## src/rtl/sysarray_feeder.sv

```systemverilog
// Operand feeder for the 4x3 output-stationary systolic array.
// Holds A (4xK) and B (Kx3). On start it pulses the array clear, then streams
// skewed, zero-padded rows and columns for K+5 steps, and flags when C is final.

// One skew lane: picks element (step - LANE) of its row/column, or 0 outside 0..K-1.
module sysarray_feeder_lane #(
  parameter int data_size = 8,
  parameter int K         = 4,
  parameter int LANE      = 0,
  parameter int CW        = 4
) (
  input  logic [CW-1:0]               step,
  input  logic [K-1:0][data_size-1:0] vec,
  output logic [data_size-1:0]        elem
);
  // mux the element whose diagonal slot matches this step
  always_comb begin
    elem = '0;
    for (int k = 0; k < K; k++)
      if (int'(step) == k + LANE) elem = vec[k];
  end
endmodule

module sysarray_feeder #(
  parameter int data_size = 8,
  parameter int K         = 4,
  parameter int ADDR_W    = 8
) (
  input  logic                 clk,
  input  logic                 reset,
  input  logic                 wr_en,
  input  logic                 wr_sel,
  input  logic [ADDR_W-1:0]    wr_addr,
  input  logic [data_size-1:0] wr_data,
  input  logic                 start,
  output logic [data_size-1:0] a1,
  output logic [data_size-1:0] a2,
  output logic [data_size-1:0] a3,
  output logic [data_size-1:0] a4,
  output logic [data_size-1:0] b1,
  output logic [data_size-1:0] b2,
  output logic [data_size-1:0] b3,
  output logic                 arr_clr,
  output logic                 busy,
  output logic                 done
);
  localparam int CW = $clog2(K + 6);
  localparam int IA = $clog2(4 * K);
  localparam int IB = $clog2(3 * K);
  localparam logic [ADDR_W:0] A_N  = (ADDR_W + 1)'(4 * K);
  localparam logic [ADDR_W:0] B_N  = (ADDR_W + 1)'(3 * K);
  localparam logic [CW-1:0]   LAST = CW'(K + 4);

  typedef enum logic [1:0] {IDLE, CLEAR, STREAM, DONE} state_t;

  state_t state;
  logic [CW-1:0] cnt;
  logic [CW-1:0] step_nxt;

  logic [4*K-1:0][data_size-1:0]  abuf;
  logic [3*K-1:0][data_size-1:0]  bbuf;
  logic [3:0][K-1:0][data_size-1:0] arow;
  logic [2:0][K-1:0][data_size-1:0] bcol;
  logic [3:0][data_size-1:0] a_nxt, a_q;
  logic [2:0][data_size-1:0] b_nxt, b_q;

  // operand buffers: loaded only while idle, out-of-range addresses dropped, never reset
  always_ff @(posedge clk) begin
    if (state == IDLE && wr_en) begin
      if (!wr_sel && {1'b0, wr_addr} < A_N) abuf[wr_addr[IA-1:0]] <= wr_data;
      if ( wr_sel && {1'b0, wr_addr} < B_N) bbuf[wr_addr[IB-1:0]] <= wr_data;
    end
  end

  // A rows are contiguous; B columns are gathered with stride 3
  for (genvar r = 0; r < 4; r++) begin : g_arow
    assign arow[r] = abuf[r*K +: K];
  end
  for (genvar c = 0; c < 3; c++) begin : g_bcol
    for (genvar k = 0; k < K; k++) begin : g_k
      assign bcol[c][k] = bbuf[k*3 + c];
    end
  end

  // outputs are registered, so look up the step that will be on the bus next cycle
  assign step_nxt = (state == CLEAR) ? '0 : cnt + 1'b1;

  for (genvar r = 0; r < 4; r++) begin : g_alane
    sysarray_feeder_lane #(.data_size(data_size), .K(K), .LANE(r), .CW(CW)) u_lane (
      .step(step_nxt), .vec(arow[r]), .elem(a_nxt[r]));
  end
  for (genvar c = 0; c < 3; c++) begin : g_blane
    sysarray_feeder_lane #(.data_size(data_size), .K(K), .LANE(c), .CW(CW)) u_lane (
      .step(step_nxt), .vec(bcol[c]), .elem(b_nxt[c]));
  end

  // run sequencer: clear -> K+5 stream steps -> done pulse, all outputs registered
  always_ff @(posedge clk) begin
    if (reset) begin
      state   <= IDLE;
      cnt     <= '0;
      a_q     <= '0;
      b_q     <= '0;
      arr_clr <= 1'b0;
      busy    <= 1'b0;
      done    <= 1'b0;
    end else begin
      case (state)
        IDLE: if (start) begin
          state   <= CLEAR;
          arr_clr <= 1'b1;
          busy    <= 1'b1;
        end
        CLEAR: begin
          state   <= STREAM;
          arr_clr <= 1'b0;
          cnt     <= '0;
          a_q     <= a_nxt;
          b_q     <= b_nxt;
        end
        STREAM: if (cnt == LAST) begin
          state <= DONE;
          done  <= 1'b1;
          a_q   <= '0;
          b_q   <= '0;
        end else begin
          cnt <= cnt + 1'b1;
          a_q <= a_nxt;
          b_q <= b_nxt;
        end
        default: begin
          state <= IDLE;
          done  <= 1'b0;
          busy  <= 1'b0;
        end
      endcase
    end
  end

  assign a1 = a_q[0];
  assign a2 = a_q[1];
  assign a3 = a_q[2];
  assign a4 = a_q[3];
  assign b1 = b_q[0];
  assign b2 = b_q[1];
  assign b3 = b_q[2];
endmodule

```

## config.mk

```make
export PLATFORM = sky130hd
export DESIGN_NAME = sysarray_feeder
export DESIGN_NICKNAME = d
export VERILOG_FILES = /design/src/rtl/sysarray_feeder.sv
export SDC_FILE = /design/constraint.sdc
export NUM_CORES = 1
export LEC_CHECK = 0
export BUFFER_PORTS_ARGS = -buffer_cell sky130_fd_sc_hd__buf_2
export CAP_MARGIN = 10
export CORE_MARGIN = 2
export CORE_UTILIZATION = 50
export DETAILED_ROUTE_END_ITERATION = 16
export GPL_TIMING_DRIVEN = 1
export PLACE_DENSITY = 0.68
export SLEW_MARGIN = 40
export SYNTH_ARGS = -nofsm -noshare
export SYNTH_HDL_FRONTEND = slang
export SYNTH_SLANG_ARGS = --single-unit
```

## constraint.sdc

```tcl
create_clock -name clk -period 7.1 [get_ports clk]
set_input_delay 1.065 -clock clk [delete_from_list [all_inputs] [get_ports clk]]
set_output_delay 1.065 -clock clk [all_outputs]
set_load 0.005 [all_outputs]
```

==> results by group, run 1 <==
Run status
  • Outcome: completed

CTS
  • CTS buffer count: 29
  • Clock transition at path regs: 0.06 ns
  • # clock sinks: 289
  • CTS H-Tree Depth: 1
  • Post-cts sizing count: 0
  • Setup Fix Bufs, Post-CTS: 0
  • # hold bufs at CTS: 0
  • TritonCTS clock tree: done
  • Clock tree buffer depth: 3
  • Clk Latency, worst-skew pair: 0.54 ns
  • CTS root buf: clkbuf_16

Global route
  • First-pass GRT wire length: 40.08 mm
  • Initial antenna violation count: 0
  • Gr ovfl total: 0
  • Vias in the first global route: 6,950
  • Total track usage: 0.2155
  • Largest net degree at the start of global routing: 45

STA
  • Max Slew Vio Count: 0
  • Slew margin rel.: 0.4589
  • Final Worst Setup Slack: 3.111 ns
  • Final setup viols: 0
  • Final worst path period share: 0.5618
  • Worst slew pin tran: 0.8087 ns
  • RSZ-0062 raised after global routing: false
  • Clock Skew: 0.009546 ns
  • TNS Setup: 0 ns
  • Hold Fails Final Rpt: 0
  • Fmax: 0.2507 GHz
  • Final min period: 3.989 ns

Synth
  • Synth Area in XOR/XNOR: 0.0007747
  • Syn Std Cell Area: 11,310 um2
  • Synth Area in Compound Gates: 0.1388
  • Mux cell area share after synthesis: 0.008853
  • YS warnings: 0
  • Avg Inst Size Synth: 13.35 um2
  • Post-synth EDFFs: 224
  • Largest family of logic cells by synthesized area: compound AO/OA/AOI/OAI gates
  • Register area share after synthesis: 0.7100
  • Main flop type after synthesis: edfxtp_1
  • Post-Synthesis Net Count: 874
  • Synth async-reset ratio: 0
  • Post-Synth Simple-Gate Area: 0.1060
  • Post-Synthesis Cells: 847
  • Number of synthesized register bits: 289
  • Post-synth cell types: 53
  • Post-Synth Adder-Cell Area: 0.006640

Critical path
  • Crit-path most repeated cell: or3_2
  • Top cell family by delay on the critical path: simple AND/OR/NAND/NOR gates
  • Reg2reg start: cnt[0]$_SDFFE_PP0P_
  • Worst path bufs/invs: 1
  • Critical path endpoint category: flop
  • Crit Path Class: reg -> reg
  • CP Data Arrival Time: 4.43 ns
  • Critical path cell sequence: clkinv_1, ha_1, and4b_4, or3_2, or3_2, o221ai_1
  • Reg-to-reg slack, setup: 3.11 ns
  • CP max-delay cell: or3_2
  • Reg2Reg Capture Point: b1[3]$_SDFFE_PP0N_
  • Worst endpoint required time: 7.54 ns
  • Startpoint Class: flop
  • Reg2Reg Depth: 6
  • CP max stage delay: 0.80 ns
  • CP Max Fanout: 44

Place
  • Dpl ws: 3.121 ns
  • Buffers on Ports: 79
  • Post-Place Cell Area: 11,940 um2
  • GP Congestion: 0.8298
  • Post-DP HPWL: 15.26 mm

Detailed routing
  • Wire length per cell: 21.09 um
  • DR DRC count: 0
  • Metal3 WL: 1.819 mm
  • DRT Pass-1 Iters: 5
  • M1 wire length: 11.71 mm
  • Final antenna-violating net count: 0
  • Vias per cell: 5.939
  • Met2 WL: 11.79 mm
  • Top layer in use: met4
  • Routed Wire Length: 25.86 mm
  • Initial drt markers: 592
  • Via count: 7,281

Finish
  • Most frequent cells in the layout: edfxtp_1 (224), nand2_1 (106), buf_2 (79)
  • Post-Layout Inst Area: 12,970 um2
  • Commonest non-fill, non-tap cell in the layout: edfxtp_1
  • Layout area overhead: 14.75%
  • Net count, final: 946
  • Fill cells: 1,748
  • Util after Layout: 0.5783
  • Layout cells sized above 1: 0.1817
  • Antenna Cells: 0

Pwr
  • Switching power: 0.0009705 W
  • Clock share of power: 0.400
  • Power share of the combinational group: 0.116
  • Switching share of power: 0.2446
  • LEAKAGE: 4.561 nW
  • Pint: 0.002997 W
  • Maximum VDD drop: 172.9 uV
  • Power share of the sequential group: 0.484
  • Cell Pwr Density: 305.8 nW/um2

Die
  • Core Region: 22,430 um2
  • DIE AREA: 23,830 um2
  • # rows: 55
  • Horiz. Die Dim: 154.4 um
  • IO Count: 80
  • Initial core utilization: 0.5040
  • DIE HEIGHT: 154.4 um

Worst hold path
  • Hold-critical path endpoint: b1[4]$_SDFFE_PP0N_
  • Worst hold start: b1[4]$_SDFFE_PP0N_
  • Hold-critical path depth: 2
  • HP Class: reg -> reg

Flow run
  • Maxcap violations: 0
synth_stat cells (14+ instances only):
library cell	n	area (um2)
o21ai_0	35	175.2
nor2_1	70	262.8
buf_2	14	70.07
inv_1	22	82.58
o221ai_1	22	192.7
a221o_1	16	160.2
edfxtp_1	224	6726
a221oi_1	14	122.6
dfxtp_1	65	1301
a21oi_1	36	180.2
a22o_1	16	140.1
clkbuf_1	29	108.9
nand2_1	107	401.6
nor3_1	25	125.1
a21o_1	16	120.1
routing by layer:
layer	up-vias	track usage
met4	0	0.05820
met2	277	0.3367
met5	-	0
li1	3360	-
met3	44	0.03054
met1	3600	0.3201
through the flow:
step / instances / power (W) / hold slack (ns)
2_1_floorplan: 847 / 0.002242 / 0.4569
3_3_place_gp: 1171 / 0.002402 / 0.4467
3_5_place_dp: 1172 / 0.002410 / 0.4502
4_1_cts: 1225 / 0.003972 / 0.4642
5_1_grt: 1226 / 0.004102 / 0.4775
6_report: 1226 / 0.003967 / 0.4629
worst register-to-register path: cells and delay by family (launching register included):
kind	cells	cell delay [ns]
AOI/OAI and AO/OA	1	0.31
adders and majority gates	1	0.48
buffers and inverters	1	0.71
DFF	1	0.73
and+or+nand+nor	3	1.68
layout make-up:
cell class	instances	area (um2)	share of cell area
clock buffers	42	874.6	0.06741
clock inverters	11	133.9	0.01032
inverters	23	86.33	0.006654
multi-input cells	486	3009	0.2319
flip-flops and latches	289	8031	0.6191
well taps	285	356.6	0.02749
repair buffers	90	481.7	0.03713
power by group through the flow:
stage          sequential (W)  clock [W]  combinational, W
2_1_floorplan         0.00194          0          0.000305
3_3_place_gp          0.00196          0          0.000447
3_5_place_dp          0.00196          0          0.000454
4_1_cts               0.00192    0.00159          0.000456
5_1_grt               0.00193    0.00167          0.000506
6_report              0.00192    0.00159          0.000459
worst max path at each step:
stage	from	to	slack (ns)	cells after the start
floorplan	wr_addr[6]	bbuf[32]$_DFFE_PP_	4.30	4
global placement	cnt[0]$_SDFFE_PP0P_	a2[4]$_SDFFE_PP0N_	2.54	8
finish	cnt[0]$_SDFFE_PP0P_	b1[3]$_SDFFE_PP0N_	3.11	6
detailed placement	cnt[0]$_SDFFE_PP0P_	b1[3]$_SDFFE_PP0N_	3.12	6
global route	cnt[0]$_SDFFE_PP0P_	a3[0]$_SDFFE_PP0N_	2.80	9
CTS	cnt[0]$_SDFFE_PP0P_	b1[3]$_SDFFE_PP0N_	3.08	6
registers in the layout, summed over array words and instances (netlist names):
signal	flops
a1	8
a2	8
a3	8
a4	8
abuf	128
arr_clr	1
b1	8
b2	8
b3	8
bbuf	96
busy	1
cnt	4
done	1
state	2
logic make-up (layout without fill, tap and decap cells):
kind of cell    Yosys count  in the layout
mux                      10             10
fa+ha+maj                 6              6
flops                   289            289
compound gates          209            209
buf+inv                  72            166
simple gates            260            260
xor+xnor                  1              1
No activity file was read; power rests on OpenSTA's default activity.
==> run 2: changes to the inputs <==
--- a/config.mk
+++ b/config.mk
@@ -11,7 +11,7 @@
 export CORE_UTILIZATION = 50
 export DETAILED_ROUTE_END_ITERATION = 16
 export GPL_TIMING_DRIVEN = 1
-export PLACE_DENSITY = 0.68
+export PLACE_DENSITY = 0.71
 export SLEW_MARGIN = 40
 export SYNTH_ARGS = -nofsm -noshare
 export SYNTH_HDL_FRONTEND = slang
==> constraint.sdc (replaced) <==
create_clock -name clk -period 3.5 [get_ports clk]
set_input_delay 0.525 -clock clk [delete_from_list [all_inputs] [get_ports clk]]
set_output_delay 0.525 -clock clk [all_outputs]
set_load 0.005 [all_outputs]
==> results by group, run 2 (same netlist as run 1, synthesis figures left out) <==
Critical path
  • Startpoint Class: flop
  • Top cell family by delay on the critical path: simple AND/OR/NAND/NOR gates
  • Worst endpoint required time: 3.95 ns (-3.59 ns)
  • Worst path bufs/invs: 2 (+1)
  • Critical path cell sequence: inv_1, ha_1, inv_1, or3_1, or3_2, o221ai_1
  • Crit Path Class: reg -> reg
  • CP Data Arrival Time: 3.32 ns (-1.11 ns)
  • CP Max Fanout: 21 (-52%)
  • Crit-path most repeated cell: inv_1
  • Critical path endpoint category: flop
  • CP max-delay cell: or3_2
  • CP max stage delay: 0.72 ns (-0.08 ns)

CTS
  • # hold bufs at CTS: 0 (unchanged)
  • CTS root buf: clkbuf_16
  • # clock sinks: 289 (unchanged)
  • Post-cts sizing count: 0 (unchanged)
  • CTS buffer count: 28 (-3.4%)
  • Clk Latency, worst-skew pair: 0.54 ns (about the same)
  • Setup Fix Bufs, Post-CTS: 0 (unchanged)
  • Clock tree buffer depth: 3 (unchanged)
  • Clock transition at path regs: 0.07 ns (about the same)
  • CTS H-Tree Depth: 1 (unchanged)
  • TritonCTS clock tree: done

Detailed routing
  • Wire length per cell: 21.26 um (+0.80%)
  • Via count: 7,317 (+0.49%)
  • Initial drt markers: 709 (+20%)
  • DRT Pass-1 Iters: 5 (unchanged)
  • Vias per cell: 5.854 (-1.4%)
  • DR DRC count: 0 (unchanged)
  • Routed Wire Length: 26.58 mm (+2.8%)
  • Final antenna-violating net count: 0 (unchanged)

Global route
  • Gr ovfl total: 0 (unchanged)
  • First-pass GRT wire length: 40.45 mm (+0.95%)
  • Total track usage: 0.2209 (+0.005451)
  • Largest net degree at the start of global routing: 33 (-27%)
  • Initial antenna violation count: 2 (+2)
  • Vias in the first global route: 6,933 (-0.24%)

Pwr
  • Cell Pwr Density: 593.4 nW/um2 (+94%)
  • LEAKAGE: 4.614 nW (+1.2%)
  • Total power: 0.007722 W (+95%)
  • Maximum VDD drop: 364.9 uV (+110%)

Place
  • GP Congestion: 0.8216 (-0.99%)
  • Buffers on Ports: 79 (unchanged)
  • Post-DP HPWL: 16.15 mm (+5.8%)

Die
  • Initial core utilization: 0.5040 (unchanged)
  • IO Count: 80 (unchanged)
  • DIE HEIGHT: 154.4 um (unchanged)
  • Horiz. Die Dim: 154.4 um (unchanged)
  • DIE AREA: 23,830 um2 (unchanged)
  • Core Region: 22,430 um2 (unchanged)
  • # rows: 55 (unchanged)

Finish
  • Layout cells sized above 1: 0.1859 (+0.004156)
  • Layout area overhead: 15.11%
  • Util after Layout: 0.5801 (+0.001784)
  • Register area: 8029 um2 (about the same)
  • Most frequent cells in the layout: edfxtp_1 (224), nand2_1 (106), buf_2 (79)
  • Fill cells: 1,762 (+0.80%)
  • Commonest non-fill, non-tap cell in the layout: edfxtp_1
  • Max FFs per register: 128 (unchanged)
  • Area of the multi-input gates: 2994 um2 (-0.50%)
  • Net count, final: 968 (+2.3%)

STA
  • Final worst path period share: 0.8221 (+0.2603)
  • Hold Fails Final Rpt: 0 (unchanged)
  • Final setup viols: 0 (unchanged)
  • RSZ-0062 raised after global routing: false
  • Fmax: 0.3475 GHz (+39%)
  • TNS Setup: 0 ns (unchanged)
  • Worst slew pin tran: 0.7968 ns (-0.01193 ns)
  • Clock Skew: 0.01103 ns (+0.001482 ns)
  • Slew margin rel.: 0.4688 (+0.009947)
  • Max Slew Vio Count: 0 (unchanged)
  • Final min period: 2.877 ns (-1.111 ns)

Run status
  • Outcome: completed

Worst hold path
  • HP Class: in -> reg

Flow run
  • Maxcap violations: 0 (unchanged)
-- run 2: worst paths after layout --
path	from	endpoint	slack [ns]	cells after the start
max	state[0]$_SDFFE_PP0P_	b1[7]$_SDFFE_PP0N_	0.62	6
min	reset	cnt[2]$_SDFFE_PP0P_	0.33	2
max reg2reg	state[0]$_SDFFE_PP0P_	b1[7]$_SDFFE_PP0N_	0.62	6
min reg2reg	a3[2]$_SDFFE_PP0N_	a3[2]$_SDFFE_PP0N_	0.46	1
-- run 2: through the flow --
step	setup WS (ns)	std cells	hold WS [ns]	cell area (um2)
3_5_place_dp	0.5515	1195	0.4457	12100
6_report	0.6225	1250	0.3333	13010
5_1_grt	0.3695	1249	0.3491	13010
2_1_floorplan	0.8399	847	0.4569	11310
3_3_place_gp	0.6718	1195	0.4421	12090
4_1_cts	0.5170	1247	0.3246	12980
-- run 2: final cells by class --
cell class	instances	area share
flip-flops and latches	289	0.6170
multi-input cells	486	0.2301
clock buffers	40	0.06048
repair buffers	113	0.05153
well taps	285	0.02740
inverters	23	0.006634
clock inverters	12	0.006538
diodes	2	0.0003846
-- run 2: where the power goes --
part           internal (W)  leakage (nW)  total [W]  switching (W)
clock network       0.00163         0.423    0.00285        0.00121
logic              0.000371          1.65    0.00100       0.000634
registers           0.00380          2.54    0.00387      0.0000756
-- run 2: per-layer routing --
| metal | routed length, um | share of wire | GRT usage | up-vias |
|---|---|---|---|---|
| li1 | - | - | - | 3416 |
| met1 | 11460 | 0.43 | 0.3189 | 3528 |
| met2 | 12340 | 0.46 | 0.3481 | 330 |
| met3 | 2235 | 0.084 | 0.04203 | 43 |
| met4 | 541 | 0.020 | 0.05952 | 0 |
| met5 | 0 | 0 | 0 | - |
==> run 3: changes to the inputs <==
==> constraint.sdc (replaced) <==
create_clock -name clk -period 2.35 [get_ports clk]
set_input_delay 0.3525 -clock clk [delete_from_list [all_inputs] [get_ports clk]]
set_output_delay 0.3525 -clock clk [all_outputs]
set_load 0.005 [all_outputs]
==> results by group, run 3 (same netlist as run 1, synthesis figures left out) <==
Finish
  • Most frequent cells in the layout: edfxtp_1 (224), nand2_1 (107), buf_2 (79)
  • Net count, final: 1,000 (+3.3%)
  • Layout area overhead: 18.19%
  • Post-Layout Inst Area: 13,360 um2 (+2.7%)
  • Util after Layout: 0.5957 (+0.01556)
  • Commonest non-fill, non-tap cell in the layout: edfxtp_1
  • Max FFs per register: 128 (unchanged)
  • Layout cells sized above 1: 0.2161 (+0.03020)

Flow run
  • Maxcap violations: 0 (unchanged)

STA
  • Hold Fails Final Rpt: 0 (unchanged)
  • Worst slew pin tran: 0.6835 ns (-0.1133 ns)
  • Final Worst Setup Slack: 0.1243 ns (-0.4982 ns)
  • Fmax: 0.4493 GHz (+29%)
  • Max Slew Vio Count: 0 (unchanged)
  • Final setup viols: 0 (unchanged)
  • Slew margin rel.: 0.5443 (+0.07553)
  • Clock Skew: 0.01210 ns (+0.001075 ns)
  • Final worst path period share: 0.9471 (+0.1250)
  • RSZ-0062 raised after global routing: true
  • Hold Slack: 0.1583 ns (-0.1750 ns)
  • Final min period: 2.226 ns (-0.6518 ns)

Critical path
  • CP Data Arrival Time: 2.64 ns (-0.68 ns)
  • CP max-delay cell: dfxtp_2
  • Worst path bufs/invs: 1 (-1)
  • CP max stage delay: 0.39 ns (-0.33 ns)
  • Critical path endpoint category: flop
  • Critical path cell sequence: ha_1, nand2b_1, o21bai_1, a21oi_1, buf_12, nor3_1, a211o_1
  • Crit Path Class: reg -> reg
  • Top cell family by delay on the critical path: compound AO/OA/AOI/OAI gates
  • Startpoint Class: flop
  • Worst endpoint required time: 2.76 ns (-1.19 ns)
  • CP Max Fanout: 16 (-24%)

Detailed routing
  • Wire length per cell: 20.79 um (-2.2%)
  • DR DRC count: 0 (unchanged)
  • Final antenna-violating net count: 0 (unchanged)
  • Via count: 7,504 (+2.6%)
  • Initial drt markers: 637 (-10%)
  • Vias per cell: 5.858 (about the same)
  • DRT Pass-1 Iters: 5 (unchanged)
  • Routed Wire Length: 26.63 mm (+0.20%)

CTS
  • # clock sinks: 289 (unchanged)
  • Setup Fix Bufs, Post-CTS: 0 (unchanged)
  • Clk Latency, worst-skew pair: 0.53 ns (about the same)
  • CTS H-Tree Depth: 1 (unchanged)
  • TritonCTS clock tree: done
  • Clock tree buffer depth: 3 (unchanged)
  • CTS root buf: clkbuf_16
  • Clock transition at path regs: 0.06 ns (about the same)
  • CTS buffer count: 29 (+3.6%)

Place
  • Post-Place Cell Area: 12,400 um2 (+2.4%)
  • Dpl ws: 0.07886 ns (-0.4726 ns)
  • Buffers on Ports: 79 (unchanged)
  • Post-DP HPWL: 15.94 mm (-1.2%)
  • GP Congestion: 0.8357 (+1.7%)

Die
  • DIE HEIGHT: 154.4 um (unchanged)
  • Core Region: 22,430 um2 (unchanged)
  • Horiz. Die Dim: 154.4 um (unchanged)
  • # rows: 55 (unchanged)
  • IO Count: 80 (unchanged)
  • Initial core utilization: 0.5040 (unchanged)
  • DIE AREA: 23,830 um2 (unchanged)

Global route
  • Total track usage: 0.2243 (+0.003375)
  • Vias in the first global route: 7,387 (+6.5%)
  • Largest net degree at the start of global routing: 48 (+45%)
  • Initial antenna violation count: 1 (-1)
  • Gr ovfl total: 0 (unchanged)
  • First-pass GRT wire length: 41.70 mm (+3.1%)

Worst hold path
  • HP Class: in -> reg

Pwr
  • LEAKAGE: 4.840 nW (+4.9%)
  • Maximum VDD drop: 474.3 uV (+30%)
  • Total power: 0.01190 W (+54%)
  • Cell Pwr Density: 890.7 nW/um2 (+50%)

Run status
  • Outcome: completed
==> run 3: cell types whose count changed in the layout (fill, tap and decap cells not counted), sizes merged <==
cell,change
clkinv,+1
inv,+1
buf,+31
clkinvlp,-2
clkbuf,-1
bufinv,+2
diode,-1
==> run 3: worst register-to-register path, stage by stage (launching register included) <==
cell and delay, ns:
dfxtp_2 0.39, ha_1 0.38, nand2b_1 0.29, o21bai_1 0.19, a21oi_1 0.33, buf_12 0.19
nor3_1 0.07, a211o_1 0.27
==> run 3: final timing paths <==
| check | slack (ns) | endpoint | startpoint | cells past startpoint |
|---|---|---|---|---|
| worst max-delay path | 0.12 | a3[4]$_SDFFE_PP0N_ | cnt[0]$_SDFFE_PP0P_ | 7 |
| worst max register to register | 0.12 | a3[4]$_SDFFE_PP0N_ | cnt[0]$_SDFFE_PP0P_ | 7 |
| worst min register to register | 0.46 | a1[2]$_SDFFE_PP0N_ | a1[2]$_SDFFE_PP0N_ | 2 |
| worst min-delay path | 0.16 | state[1]$_SDFFE_PP0P_ | reset | 2 |
==> run 3: where the power goes <==
| part | internal [W] | switching, W | total (W) |
|---|---|---|---|
| logic | 0.000593 | 0.000949 | 0.00154 |
| clock network | 0.00275 | 0.00185 | 0.00460 |
| registers | 0.00565 | 0.000108 | 0.00576 |
==> run 3: final cells by class <==
type / count / area, um2
Fill cell: 1776 / 9071
Sequential cell: 289 / 8029
Multi-Input combinational cell: 486 / 2989
Timing Repair Buffer: 144 / 933.4
Clock buffer: 39 / 813.3
Tap cell: 285 / 356.6
Clock inverter: 14 / 147.6
Inverter: 23 / 91.34
Antenna cell: 1 / 2.502
==> run 3: repair_timing <==
item	in CTS	in global routing
setup endpoints to repair	0	4
resized for setup	0	1
hold buffers	0	0
==> run 3: per-layer routing <==
| metal | track usage | vias up | wire length, um |
|---|---|---|---|
| met5 | 0 | - | 0 |
| met4 | 0.05071 | 0 | 380 |
| met3 | 0.03390 | 37 | 1730 |
| met2 | 0.3639 | 273 | 12820 |
| met1 | 0.3246 | 3712 | 11700 |
| li1 | - | 3482 | - |
==> run 3: through the flow <==
step           std cells   TNS [ns]
5_1_grt             1280  -0.009833
3_5_place_dp        1227          0
2_1_floorplan        847          0
4_1_cts             1280          0
3_3_place_gp        1227          0
6_report            1281          0
